===== src/rtl/ads131_spi_responder_if.sv =====
// SPI bus between the ADS131A0X host (master) and the device-side responder (slave).
interface ads131_spi_responder_if;
    logic SPI_SCLK;
    logic SPI_CS;
    logic SPI_MOSI;
    logic SPI_MISO;

    modport master (output SPI_SCLK, output SPI_CS, output SPI_MOSI, input SPI_MISO);
    modport slave  (input SPI_SCLK, input SPI_CS, input SPI_MOSI, output SPI_MISO);
endinterface


===== src/rtl/ads131_spi_responder.sv =====
// Device-side model of the ADS131A0X SPI data interface: oversamples the bus on
// system_clock, captures the command word and returns response + channel words.
module ads131_spi_responder #(
    parameter int WORD_BITS   = 32,
    parameter int FRAME_WORDS = 5,
    parameter int SYNC_STAGES = 2
) (
    input  logic                             system_clock,
    input  logic                             reset_n,
    ads131_spi_responder_if.slave            spi,
    input  logic [15:0]                      status_word,
    input  logic [(FRAME_WORDS-1)*24-1:0]    ch_data,
    output logic [15:0]                      rx_cmd,
    output logic                             rx_cmd_valid,
    output logic                             frame_done,
    output logic                             frame_error,
    output logic                             busy,
    output logic [1:0]                       state
);

    localparam int TOT_BITS = FRAME_WORDS * WORD_BITS;
    localparam int CNT_W    = $clog2(TOT_BITS + 1);
    localparam logic [CNT_W-1:0] FULL_CNT = CNT_W'(TOT_BITS);
    localparam logic [CNT_W-1:0] WORD_CNT = CNT_W'(WORD_BITS);

    typedef enum logic [1:0] {
        ST_IDLE   = 2'd0,
        ST_ACTIVE = 2'd1,
        ST_DONE   = 2'd2
    } state_e;

    // NULL and unknown commands fall through to the status word latched at frame start.
    function automatic logic [15:0] resp_map(input logic [15:0] cmd, input logic [15:0] stat);
        logic [15:0] r;
        case (cmd)
            16'h0011:                               r = 16'hFF04;
            16'h0655, 16'h0555, 16'h0022, 16'h0033: r = cmd;
            16'h0000:                               r = stat;
            default:                                r = stat;
        endcase
        return r;
    endfunction

    // bit 2 = SCLK, bit 1 = CS, bit 0 = MOSI
    logic [2:0]            sync_q [SYNC_STAGES];
    logic [1:0]            hist_q;
    state_e                state_q,       state_d;
    logic [TOT_BITS-1:0]   tx_q,          tx_d;
    logic [WORD_BITS-1:0]  rx_q,          rx_d;
    logic [CNT_W-1:0]      cnt_q,         cnt_d;
    logic                  miso_q,        miso_d;
    logic [15:0]           rx_cmd_q,      rx_cmd_d;
    logic                  valid_q,       valid_d;
    logic                  done_q,        done_d;
    logic                  err_q,         err_d;
    logic [15:0]           resp_q,        resp_d;
    logic [15:0]           resp_next_q,   resp_next_d;
    logic [15:0]           status_lat_q,  status_lat_d;
    logic [TOT_BITS-1:0]   tx_load_s;
    logic                  sclk_s, cs_s, mosi_s;
    logic                  sclk_rise_s, sclk_fall_s, cs_rise_s;

    assign sclk_s      = sync_q[SYNC_STAGES-1][2];
    assign cs_s        = sync_q[SYNC_STAGES-1][1];
    assign mosi_s      = sync_q[SYNC_STAGES-1][0];
    assign sclk_rise_s = sclk_s & ~hist_q[1];
    assign sclk_fall_s = ~sclk_s & hist_q[1];
    assign cs_rise_s   = cs_s & ~hist_q[0];

    // Synchronizer chain plus one history stage for edge detection.
    always_ff @(posedge system_clock or negedge reset_n) begin
        if (!reset_n) begin
            for (int i = 0; i < SYNC_STAGES; i++) begin
                sync_q[i] <= 3'b010;
            end
            hist_q <= 2'b01;
        end else begin
            sync_q[0] <= {spi.SPI_SCLK, spi.SPI_CS, spi.SPI_MOSI};
            for (int i = 1; i < SYNC_STAGES; i++) begin
                sync_q[i] <= sync_q[i-1];
            end
            hist_q <= {sclk_s, cs_s};
        end
    end

    // Frame image: response word then one word per channel, left-justified.
    always_comb begin
        tx_load_s = '0;
        tx_load_s[TOT_BITS-1 -: 16] = resp_q;
        for (int k = 0; k < FRAME_WORDS - 1; k++) begin
            tx_load_s[TOT_BITS-1-(k+1)*WORD_BITS -: 24] = ch_data[24*k +: 24];
        end
    end

    // FSM and datapath next-state logic; a CS edge outranks any coincident SCLK edge.
    always_comb begin
        state_d      = state_q;
        tx_d         = tx_q;
        rx_d         = rx_q;
        cnt_d        = cnt_q;
        miso_d       = miso_q;
        rx_cmd_d     = rx_cmd_q;
        valid_d      = 1'b0;
        done_d       = 1'b0;
        err_d        = 1'b0;
        resp_d       = resp_q;
        resp_next_d  = resp_next_q;
        status_lat_d = status_lat_q;
        case (state_q)
            ST_IDLE: begin
                // Level test so a CS fall coinciding with DONE is still honoured.
                if (!cs_s) begin
                    tx_d         = tx_load_s;
                    rx_d         = '0;
                    cnt_d        = '0;
                    status_lat_d = status_word;
                    state_d      = ST_ACTIVE;
                end else begin
                    state_d = ST_IDLE;
                end
            end
            ST_ACTIVE: begin
                if (cs_rise_s) begin
                    state_d = ST_DONE;
                end else if (sclk_rise_s) begin
                    miso_d = tx_q[TOT_BITS-1];
                    tx_d   = {tx_q[TOT_BITS-2:0], 1'b0};
                end else if (sclk_fall_s && (cnt_q != FULL_CNT)) begin
                    rx_d  = {rx_q[WORD_BITS-2:0], mosi_s};
                    cnt_d = cnt_q + CNT_W'(1);
                    if (cnt_d == WORD_CNT) begin
                        rx_cmd_d    = rx_d[WORD_BITS-1 -: 16];
                        valid_d     = 1'b1;
                        resp_next_d = resp_map(rx_d[WORD_BITS-1 -: 16], status_lat_q);
                    end else begin
                        valid_d = 1'b0;
                    end
                end else begin
                    state_d = ST_ACTIVE;
                end
            end
            ST_DONE: begin
                if (cnt_q == FULL_CNT) begin
                    done_d = 1'b1;
                    resp_d = resp_next_q;
                end else begin
                    err_d = 1'b1;
                end
                miso_d  = 1'b0;
                state_d = ST_IDLE;
            end
            default: begin
                state_d = ST_IDLE;
            end
        endcase
    end

    // State and datapath registers.
    always_ff @(posedge system_clock or negedge reset_n) begin
        if (!reset_n) begin
            state_q      <= ST_IDLE;
            tx_q         <= '0;
            rx_q         <= '0;
            cnt_q        <= '0;
            miso_q       <= 1'b0;
            rx_cmd_q     <= 16'h0000;
            valid_q      <= 1'b0;
            done_q       <= 1'b0;
            err_q        <= 1'b0;
            resp_q       <= 16'hFF04;
            resp_next_q  <= 16'hFF04;
            status_lat_q <= 16'h0000;
        end else begin
            state_q      <= state_d;
            tx_q         <= tx_d;
            rx_q         <= rx_d;
            cnt_q        <= cnt_d;
            miso_q       <= miso_d;
            rx_cmd_q     <= rx_cmd_d;
            valid_q      <= valid_d;
            done_q       <= done_d;
            err_q        <= err_d;
            resp_q       <= resp_d;
            resp_next_q  <= resp_next_d;
            status_lat_q <= status_lat_d;
        end
    end

    assign spi.SPI_MISO = miso_q;
    assign rx_cmd       = rx_cmd_q;
    assign rx_cmd_valid = valid_q;
    assign frame_done   = done_q;
    assign frame_error  = err_q;
    assign busy         = (state_q == ST_ACTIVE);
    assign state        = state_q;

endmodule


===== src/flat_wrapper.sv =====
// flat-port wrapper written by rule: the top's interface ports become plain ports
module ads131_spi_responder_flat 
#(
    parameter int WORD_BITS   = 32,
    parameter int FRAME_WORDS = 5,
    parameter int SYNC_STAGES = 2
)
  (system_clock, reset_n, status_word, ch_data, rx_cmd, rx_cmd_valid, frame_done, frame_error, busy, state, spi_SPI_SCLK, spi_SPI_CS, spi_SPI_MOSI, spi_SPI_MISO);
  ads131_spi_responder_if spi_i ();
  input  logic system_clock;
  input  logic reset_n;
  input  logic [15:0] status_word;
  input  logic [(FRAME_WORDS-1)*24-1:0] ch_data;
  output logic [15:0] rx_cmd;
  output logic rx_cmd_valid;
  output logic frame_done;
  output logic frame_error;
  output logic busy;
  output logic [1:0] state;
  input wire logic [$bits(spi_i.SPI_SCLK)-1:0] spi_SPI_SCLK;
  input wire logic [$bits(spi_i.SPI_CS)-1:0] spi_SPI_CS;
  input wire logic [$bits(spi_i.SPI_MOSI)-1:0] spi_SPI_MOSI;
  output wire logic [$bits(spi_i.SPI_MISO)-1:0] spi_SPI_MISO;
  assign spi_i.SPI_SCLK = spi_SPI_SCLK;
  assign spi_i.SPI_CS = spi_SPI_CS;
  assign spi_i.SPI_MOSI = spi_SPI_MOSI;
  assign spi_SPI_MISO = spi_i.SPI_MISO;
  ads131_spi_responder #(.WORD_BITS(WORD_BITS), .FRAME_WORDS(FRAME_WORDS), .SYNC_STAGES(SYNC_STAGES)) u_core (.system_clock(system_clock), .reset_n(reset_n), .spi(spi_i), .status_word(status_word), .ch_data(ch_data), .rx_cmd(rx_cmd), .rx_cmd_valid(rx_cmd_valid), .frame_done(frame_done), .frame_error(frame_error), .busy(busy), .state(state));
endmodule

===== config.mk =====
export PLATFORM = sky130hd
export DESIGN_NAME = ads131_spi_responder_flat
export DESIGN_NICKNAME = d
export VERILOG_FILES = /design/src/rtl/ads131_spi_responder_if.sv /design/src/rtl/ads131_spi_responder.sv /design/src/flat_wrapper.sv
export SDC_FILE = /design/constraint.sdc
export NUM_CORES = 1
export LEC_CHECK = 0
export ABC_AREA = 1
export CAP_MARGIN = 0
export CORE_MARGIN = 1.5
export CORE_UTILIZATION = 25
export CTS_BUF_LIST = sky130_fd_sc_hd__clkbuf_16
export DETAILED_ROUTE_END_ITERATION = 10
export PLACE_DENSITY = 0.46
export SLEW_MARGIN = 20
export SYNTH_ARGS = -nofsm -noshare
export SYNTH_HDL_FRONTEND = slang
export SYNTH_SLANG_ARGS = --single-unit

===== constraint.sdc =====
create_clock -name system_clock -period 5.5 [get_ports system_clock]
set_input_delay 1.375 -clock system_clock [delete_from_list [all_inputs] [get_ports system_clock]]
set_output_delay 1.375 -clock system_clock [all_outputs]
set_load 0.05 [all_outputs]

* After elaboration in Yosys (flattened, before gate mapping)
Index checks and enable logic that the tools add are counted.
** Operators by class
- Add/subtract/negate cells :: 1
- Multipliers :: 0
- Divide/modulo/power cells :: 0
- $lt $le $gt $ge :: 0
- Eq/ne operators :: 17
- Shift operators :: 0
- Muxes and demuxes :: 32
- Bitwise operators :: 9
- Reductions and logical operators :: 12
** Operators with widths (count)
- $mux W160 :: 3
- $pmux W160 S2 :: 1
- $mux W31 :: 4
- $pmux W31 S2 :: 1
- $eq A16 B11 Y1 const B :: 2
- $eq A16 B6 Y1 const B :: 2
- $mux W8 :: 4
- $pmux W16 S2 :: 1
- $eq A16 B5 Y1 const B :: 1
- $pmux W8 S2 :: 1
- $mux W1 :: 12
- $reduce_and A5 Y1 :: 2
- $add A8 B1 Y8 const B :: 1
- $eq A8 B6 Y1 const B :: 1
- $eq A8 B8 Y1 const B :: 1
- $ne A8 B8 Y1 const B :: 1
- $mux W2 :: 3
- $ne A2 B2 Y1 const B :: 3
- $not A1 Y1 :: 6
- $reduce_and A2 Y1 :: 3
- $ne A2 B1 Y1 const B :: 2
- $pmux W2 S2 :: 1
- $reduce_and A4 Y1 :: 1
- $reduce_bool A2 Y1 :: 2
- 10 further kinds :: 12
** Word-level totals
- Register bits after elaboration :: 277
- Latch bits :: 0
- Memory bits (writable) :: 0
- Bits in read-only memories :: 0
- Bits of input ports :: 117
- Memories :: 0

* Depth between registers and ports, before layout
Gate-level depths: netlist of the first run.
- Word-level depth :: 7
- Mapped depth :: 12

* Worst setup path after synthesis of the first run
OpenSTA, ideal clock, no wires.
- Path type :: register to output
- Start :: reg u_core.state_q[0], in the netlist u_core.state[0]
- End :: out busy
- Arrival :: 1179 ps
- Setup slack :: 2946 ps
- Stages on the path, launching flop included :: 2
- Cell sequence :: dfrtp_1 > ha_1
** Between the ends
- Cells in the longest elaborated chain, start to end :: 1
** RTL lines
- start, declared :: RTL line ads131_spi_responder.sv:47 : state_e state_q, state_d;
- start signal, assigned :: RTL line ads131_spi_responder.sv:174 : state_q <= state_d;
- $eq A2 B1 Y1 :: RTL line ads131_spi_responder.sv:194 : assign busy = (state_q == ST_ACTIVE);
- end, declared :: RTL line flat_wrapper.sv:18 : output logic busy;
No other way between the ends.

* Worst setup path in the final report of the first run
- Start :: reg u_core.state_q[1], in the netlist u_core.state[1]
- End :: out busy
Same word-level chain as after synthesis.

==> results of run 1 <==
-- worst paths after layout --
check / startpoint / to / slack, ns
min in group asynchronous: reset_n / u_core.tx_q[54] / 0.83
min: u_core.sync_q[3] / u_core.mosi_s / 0.35
max in group asynchronous: reset_n / u_core.tx_q[77] / 3.47
max reg2reg: u_core.state[1] / u_core.tx_q[109] / 1.99
min reg2reg: u_core.sync_q[3] / u_core.mosi_s / 0.35
max: u_core.state[1] / busy / 1.40
-- synthesized netlist by cell type (3+ instances only) --
| master | number |
|---|---|
| o211ai_1 | 107 |
| inv_1 | 204 |
| inv_2 | 4 |
| buf_2 | 18 |
| buf_6 | 15 |
| a21oi_1 | 4 |
| o21ai_0 | 162 |
| clkbuf_1 | 37 |
| dfstp_2 | 21 |
| nand2_1 | 359 |
| dfrtp_1 | 248 |
| nand4_1 | 8 |
| buf_1 | 3 |
| nor2_1 | 22 |
| o21ai_2 | 14 |
| buf_4 | 11 |
| nand3_1 | 66 |
| o21ai_1 | 37 |
| ha_1 | 5 |
| o21a_1 | 4 |
-- layout make-up --
type / instances / area (sq um) / area share
Sequential cell: 269 / 6758 / 0.4540
Multi-Input combinational cell: 799 / 3970 / 0.2667
Timing Repair Buffer: 150 / 1516 / 0.1019
Clock buffer: 37 / 925.9 / 0.06221
Inverter: 210 / 788.3 / 0.05296
Tap cell: 615 / 769.5 / 0.05170
Clock inverter: 25 / 156.4 / 0.01051
-- registers in the layout, summed over array words and instances, names as in the netlist, 2 cells and up --
name	cells
u_core.cnt_q	8
u_core.hist_q	2
u_core.resp_next_q	16
u_core.resp_q	16
u_core.rx_cmd	16
u_core.rx_q	31
u_core.state	2
u_core.status_lat_q	16
u_core.sync_q	3
u_core.tx_q	152
-- kinds of logic after synthesis --
family          Yosys count  share of synthesized area
fa+ha+maj                 5                   0.005222
flops                   269                     0.5641
simple gates            463                     0.1570
compound gates          331                     0.1665
buf+inv                 295                     0.1073
-- report_power, final --
part / total (uW) / internal, uW / leakage (uW) / switching [uW]
clock network: 2150 / 1300 / 0.000564 / 855
logic: 2160 / 714 / 0.00263 / 1440
registers: 2680 / 2510 / 0.00345 / 165
total: 6990 / 4520 / 0.00664 / 2460
-- per-stage QoR --
step	instances	total power (uW)	area [sq um]	util	hold WS (ns)
detailed placement	2043	4917	13800	0.2903	0.3381
finish	2105	6986	14880	0.3131	0.3468
global placement	2043	4866	13800	0.2903	0.3337
global route	2105	7588	14880	0.3131	0.3542
CTS	2105	7157	14880	0.3131	0.3501
floorplan	1363	4452	11980	-	0.3312
-- routing by layer --
layer	routed length, um	GRT usage	vias up
met5	11	0	-
met4	591	0.04308	2
met3	1359	0.02862	40
met2	11770	0.1753	154
met1	13300	0.1539	4136
li1	-	-	4579
==> flow_metrics.env, run 1 <==
export IMPL_post_cts_buffers=0
export IMPL_yosys_cell_types_count=30
export IMPL_htreeDepth=2
export IMPL_clock_skew_ns=0.01481
export IMPL_clk_latency_ns=0.53
export IMPL_hold_violations=0
export IMPL_fmax_mhz=244.1
export IMPL_finalCritPeriodShare=0.7449
export IMPL_power_density_nw_per_um2=469.4
export IMPL_clock_sinks=269
export IMPL_period_needed_ns=4.097
export IMPL_layout_common_cells="359 x nand2_1, 248 x dfrtp_1, 213 x inv_1"
export IMPL_cts_hold_buf=0
export IMPL_grt_util_all_layers=0.1139
export IMPL_synth_area_leaders="dfrtp_1 52%, nand2_1 11%, o21ai_0 6.8%"
export IMPL_core_sq_um=47550
export IMPL_worstRegToRegCells=8
export IMPL_synth_avg_cell_area_sq_um=8.790
export IMPL_vias=8911
export IMPL_maxCapViolations=0
export IMPL_yosysWarnings=0
export IMPL_report_final_slew_viol_count=0
export IMPL_routed_wl_um=27040
export IMPL_antenna_found_initial=1
export IMPL_numCtsBuffers=34
export IMPL_critPathMaxStageDelay_ns=0.94
export IMPL_power_leakage_uw=0.006641
export IMPL_area_growth_syn_to_layout_pct=24.24
export IMPL_portBuffers=139
export IMPL_pre_cts_slack_ns=1.928
export IMPL_min_path_type="reg2reg"
export IMPL_die_w_um=221.9
export IMPL_worstPathRequired_ns=4.12
export IMPL_cp_slowest_cell="clkdlybuf4s50_1"
export IMPL_synth_area_sq_um=11980
export IMPL_outcome="completed"
export IMPL_fin_ws_ns=1.403
export IMPL_fp_dieH_um=221.9
export IMPL_crit_type="reg2out"
export IMPL_ys_seq_elements=269
export IMPL_ant_nets=0
export IMPL_crit_buf_inv=2
export IMPL_cts_tree="yes"
export IMPL_layout_commonest_cell="nand2_1"
export IMPL_clock_path_buffers=3
export IMPL_setup_viol=0
export IMPL_drive_above_1_share=0.07047
export IMPL_drt_pass1_iterations=5
export IMPL_finalSetupTns_ns=0
export IMPL_path_depth=3
export IMPL_cts_root_buf="clkbuf_16"
export IMPL_cp_max_fo=85
export IMPL_grt_pass1_wl_um=46370
export IMPL_dp_hpwl_um=16760
export IMPL_whs_path_depth=0
export IMPL_ys_flop_type="dfrtp_1"
export IMPL_synth_edf_count=0
export IMPL_routabilityCongestion=0.7496
export IMPL_synth_top_area_cell="dfrtp_1"
export IMPL_grt_pass1_vias=9100
export IMPL_yosysTopAreaCellShare=0.5180
export IMPL_die_area_sq_um=49240
export IMPL_critPathArrivalTime_ns=2.72
export IMPL_start_util=0.2520
export IMPL_grt_max_degree=122
export IMPL_async_flop_share=1.000
export IMPL_pin_count=140
export IMPL_seq_area_frac_synth=0.5641
export IMPL_drt_iter0_markers=576
export IMPL_drc=0
export IMPL_rsz0062_at_grt="no"
export IMPL_netlist_instances=1363
export IMPL_clkTransAtPathRegs_ns=0.06
export IMPL_grt_overflow=0
export IMPL_critPathCaptureType="primary output"
export IMPL_peakVddDrop_mv=0.2003
export IMPL_cp_start_kind="flop"
export IMPL_crit_chain="inv_1, ha_4, clkdlybuf4s50_1"
export IMPL_tightest_slew_ns=0.9530
export IMPL_rows=80
export IMPL_maxSlewHeadroom=0.3633
export IMPL_final_nets=1586
export IMPL_fillCellCount=5058
export IMPL_avgViaCountPerCell=4.233
export IMPL_n_antenna_cell=0
export IMPL_cp_top_family="buffers and inverters"
export IMPL_cts_resized_gates=0
export IMPL_synth_net_count=1485
export IMPL_wl_per_cell_um=12.84
Note: power is estimated with default switching activity, not from simulation.
==> run 2: changes to the inputs <==
--- a/config.mk
+++ b/config.mk
@@ -11,7 +11,7 @@
 export CORE_UTILIZATION = 25
 export CTS_BUF_LIST = sky130_fd_sc_hd__clkbuf_16
 export DETAILED_ROUTE_END_ITERATION = 10
-export PLACE_DENSITY = 0.46
+export PLACE_DENSITY = 0.47
 export SLEW_MARGIN = 20
 export SYNTH_ARGS = -nofsm -noshare
 export SYNTH_HDL_FRONTEND = slang
==> constraint.sdc (replaced) <==
create_clock -name system_clock -period 3.7 [get_ports system_clock]
set_input_delay 0.925 -clock system_clock [delete_from_list [all_inputs] [get_ports system_clock]]
set_output_delay 0.925 -clock system_clock [all_outputs]
set_load 0.05 [all_outputs]
==> run 2 against run 1 <==
Compared with the run above:
- via count is 1.3% higher
- total power is 51% higher
- global-route usage is 0.27 points higher
- die area stayed put
- first-iteration DRC count is 11% lower
- sequential cell count stayed put
- hold slack better by 0.0052 ns
- register-to-register slack worse by 1.0 ns
- worst setup slack worse by 0.70 ns
- sequential share of layout area is 0.37 points lower
- count of clock-buffer cells in the layout stayed put
- largest cell class unchanged
- largest power group unchanged
==> flow_metrics.env, run 2 (synthesis results as in run 1) <==
export IMPL_finalSetupTns_ns=0
export IMPL_crit_buf_inv=2
export IMPL_largest_reg_flops=152
export IMPL_start_util=0.2520
export IMPL_fmax_mhz=333.4
export IMPL_outcome="completed"
export IMPL_largest_register="u_core.tx_q"
export IMPL_clock_skew_ns=0.01297
export IMPL_worstSetupStartpoint="u_core.state[1]"
export IMPL_pwr_share_comb=0.308
export IMPL_seq_area_sq_um=6758
export IMPL_critPathCaptureType="primary output"
export IMPL_top_usage_layer="met2"
export IMPL_rsz0062_at_grt="no"
export IMPL_met1_usage=0.1603
export IMPL_numCtsBuffers=35
export IMPL_cp_start_kind="flop"
export IMPL_critPathArrivalTime_ns=2.07
export IMPL_fillCellCount=5007
export IMPL_grt_overflow=0
export IMPL_drt_pass1_iterations=5
export IMPL_swShare=0.3504
export IMPL_n_antenna_cell=0
export IMPL_pre_cts_slack_ns=0.9106
export IMPL_crit_chain="inv_1, ha_4, clkdlybuf4s50_1"
export IMPL_area_growth_syn_to_layout_pct=25.26
export IMPL_critPathMaxStageDelay_ns=0.82
export IMPL_pin_count=140
export IMPL_switchingPower_uw=3689
export IMPL_regToRegEndpoint="u_core.tx_q[94]"
export IMPL_period_needed_ns=3.000
export IMPL_power_leakage_uw=0.006703
export IMPL_intPower_uw=6838
export IMPL_post_cts_buffers=0
export IMPL_cp_max_fo=5
export IMPL_rows=80
export IMPL_p_seq_frac=0.378
export IMPL_layout_commonest_cell="nand2_1"
export IMPL_hold_path_end="u_core.mosi_s"
export IMPL_grt_pass1_wl_um=47210
export IMPL_pwr_share_clk=0.314
export IMPL_maxSlewHeadroom=0.4032
export IMPL_maxCapViolations=0
export IMPL_cts_root_buf="clkbuf_16"
export IMPL_routed_wl_um=27390
export IMPL_routabilityCongestion=0.7232
export IMPL_multi_input_area_sq_um=3963
export IMPL_worstRegToRegCells=10
export IMPL_final_nets=1593
export IMPL_grt_use_met3=0.02942
export IMPL_antenna_found_initial=1
export IMPL_vias=9023
export IMPL_clock_sinks=269
export IMPL_grt_util_all_layers=0.1166
export IMPL_grt_util_met2=0.1785
export IMPL_ant_nets=0
export IMPL_tightest_slew_ns=0.8952
export IMPL_whs_path_depth=0
export IMPL_peakVddDrop_mv=0.3746
export IMPL_core_sq_um=47550
export IMPL_grt_pass1_vias=9110
export IMPL_cp_top_family="buffers and inverters"
export IMPL_portBuffers=139
export IMPL_die_w_um=221.9
export IMPL_cts_tree="yes"
export IMPL_die_area_sq_um=49240
export IMPL_hold_start="u_core.sync_q[3]"
export IMPL_cts_resized_gates=0
export IMPL_grt_max_degree=186
export IMPL_report_final_slew_viol_count=0
export IMPL_fp_dieH_um=221.9
export IMPL_finalCritPeriodShare=0.8107
export IMPL_layout_common_cells="359 x nand2_1, 248 x dfrtp_1, 216 x inv_1"
export IMPL_clk_latency_ns=0.53
export IMPL_htreeDepth=2
export IMPL_clkTransAtPathRegs_ns=0.06
export IMPL_largestRegisters="u_core.tx_q x152, u_core.rx_q x31"
export IMPL_min_path_type="reg2reg"
export IMPL_fin_ws_ns=0.7005
export IMPL_reg2reg_slack_ns=0.95
export IMPL_avgViaCountPerCell=4.278
export IMPL_rr_startpoint="u_core.state[0]"
export IMPL_clock_path_buffers=3
export IMPL_setup_viol=0
export IMPL_drive_above_1_share=0.07363
export IMPL_cts_hold_buf=0
export IMPL_hold_violations=0
export IMPL_drc=0
export IMPL_crit_type="reg2out"
export IMPL_power_density_nw_per_um2=701.4
export IMPL_cp_slowest_cell="clkdlybuf4s50_1"
export IMPL_drt_iter0_markers=510
export IMPL_wl_per_cell_um=12.99
export IMPL_worstPathRequired_ns=2.77
export IMPL_dp_hpwl_um=17290
## run 2: changes by cell type in the layout (fill, tap and decap cells not counted), sizes merged
cell      change
clkinvlp      +1
buf           +6
bufinv        +1
inv           +4
clkinv        -8
## run 2: how the worst max path moves through the flow
stage / end / slack [ns] / depth (start not counted)
floorplan: u_core.tx_q[125] / 1.20 / 11
finish: busy / 0.70 / 3
detailed placement: u_core.tx_q[94] / 0.91 / 10
global route: u_core.tx_q[92] / 0.58 / 10
CTS: busy / 0.65 / 3
global placement: u_core.tx_q[56] / 0.99 / 10
## run 2: stage by stage
stage	instance area, sq um	power (uW)	instances	util	hold slack, ns
floorplan	11980	6618	1363	-	0.3312
global placement	13900	7268	2049	0.2924	0.3319
detailed placement	13900	7352	2049	0.2924	0.3394
CTS	15010	10760	2109	0.3156	0.3536
global route	15010	11430	2109	0.3156	0.3595
finish	15010	10530	2109	0.3156	0.3521
## run 2: routing by layer
metal / wire [um] / part of all wire
met5: 13 / 0.00047
met4: 614 / 0.022
met3: 1337 / 0.049
met2: 11950 / 0.44
met1: 13470 / 0.49
## run 2: final cells by class
class	instances	area share
sequential	269	0.4503
multi-input combinational	799	0.2640
timing repair buffer	156	0.1082
clock buffer	37	0.06170
inverter	210	0.05253
tap	615	0.05128
clock inverter	23	0.01192
## run 2: power by group through the flow
stage	clock (uW)	sequential (uW)	combinational (uW)
2_1_floorplan	0	4010	2610
3_3_place_gp	0	4020	3250
3_5_place_dp	0	4040	3320
4_1_cts	3440	3990	3340
5_1_grt	3550	4060	3820
6_report	3300	3980	3240
## run 2: worst reg2reg max path, stage by stage (launching register included)
cell and delay [ns]:
dfrtp_1 0.42, inv_1 0.12, ha_1 0.17, inv_1 0.08, nor2_4 0.33, inv_2 0.24
o21ai_0 0.17, and2_4 0.46, buf_12 0.38, o211ai_1 0.18, o21ai_0 0.11
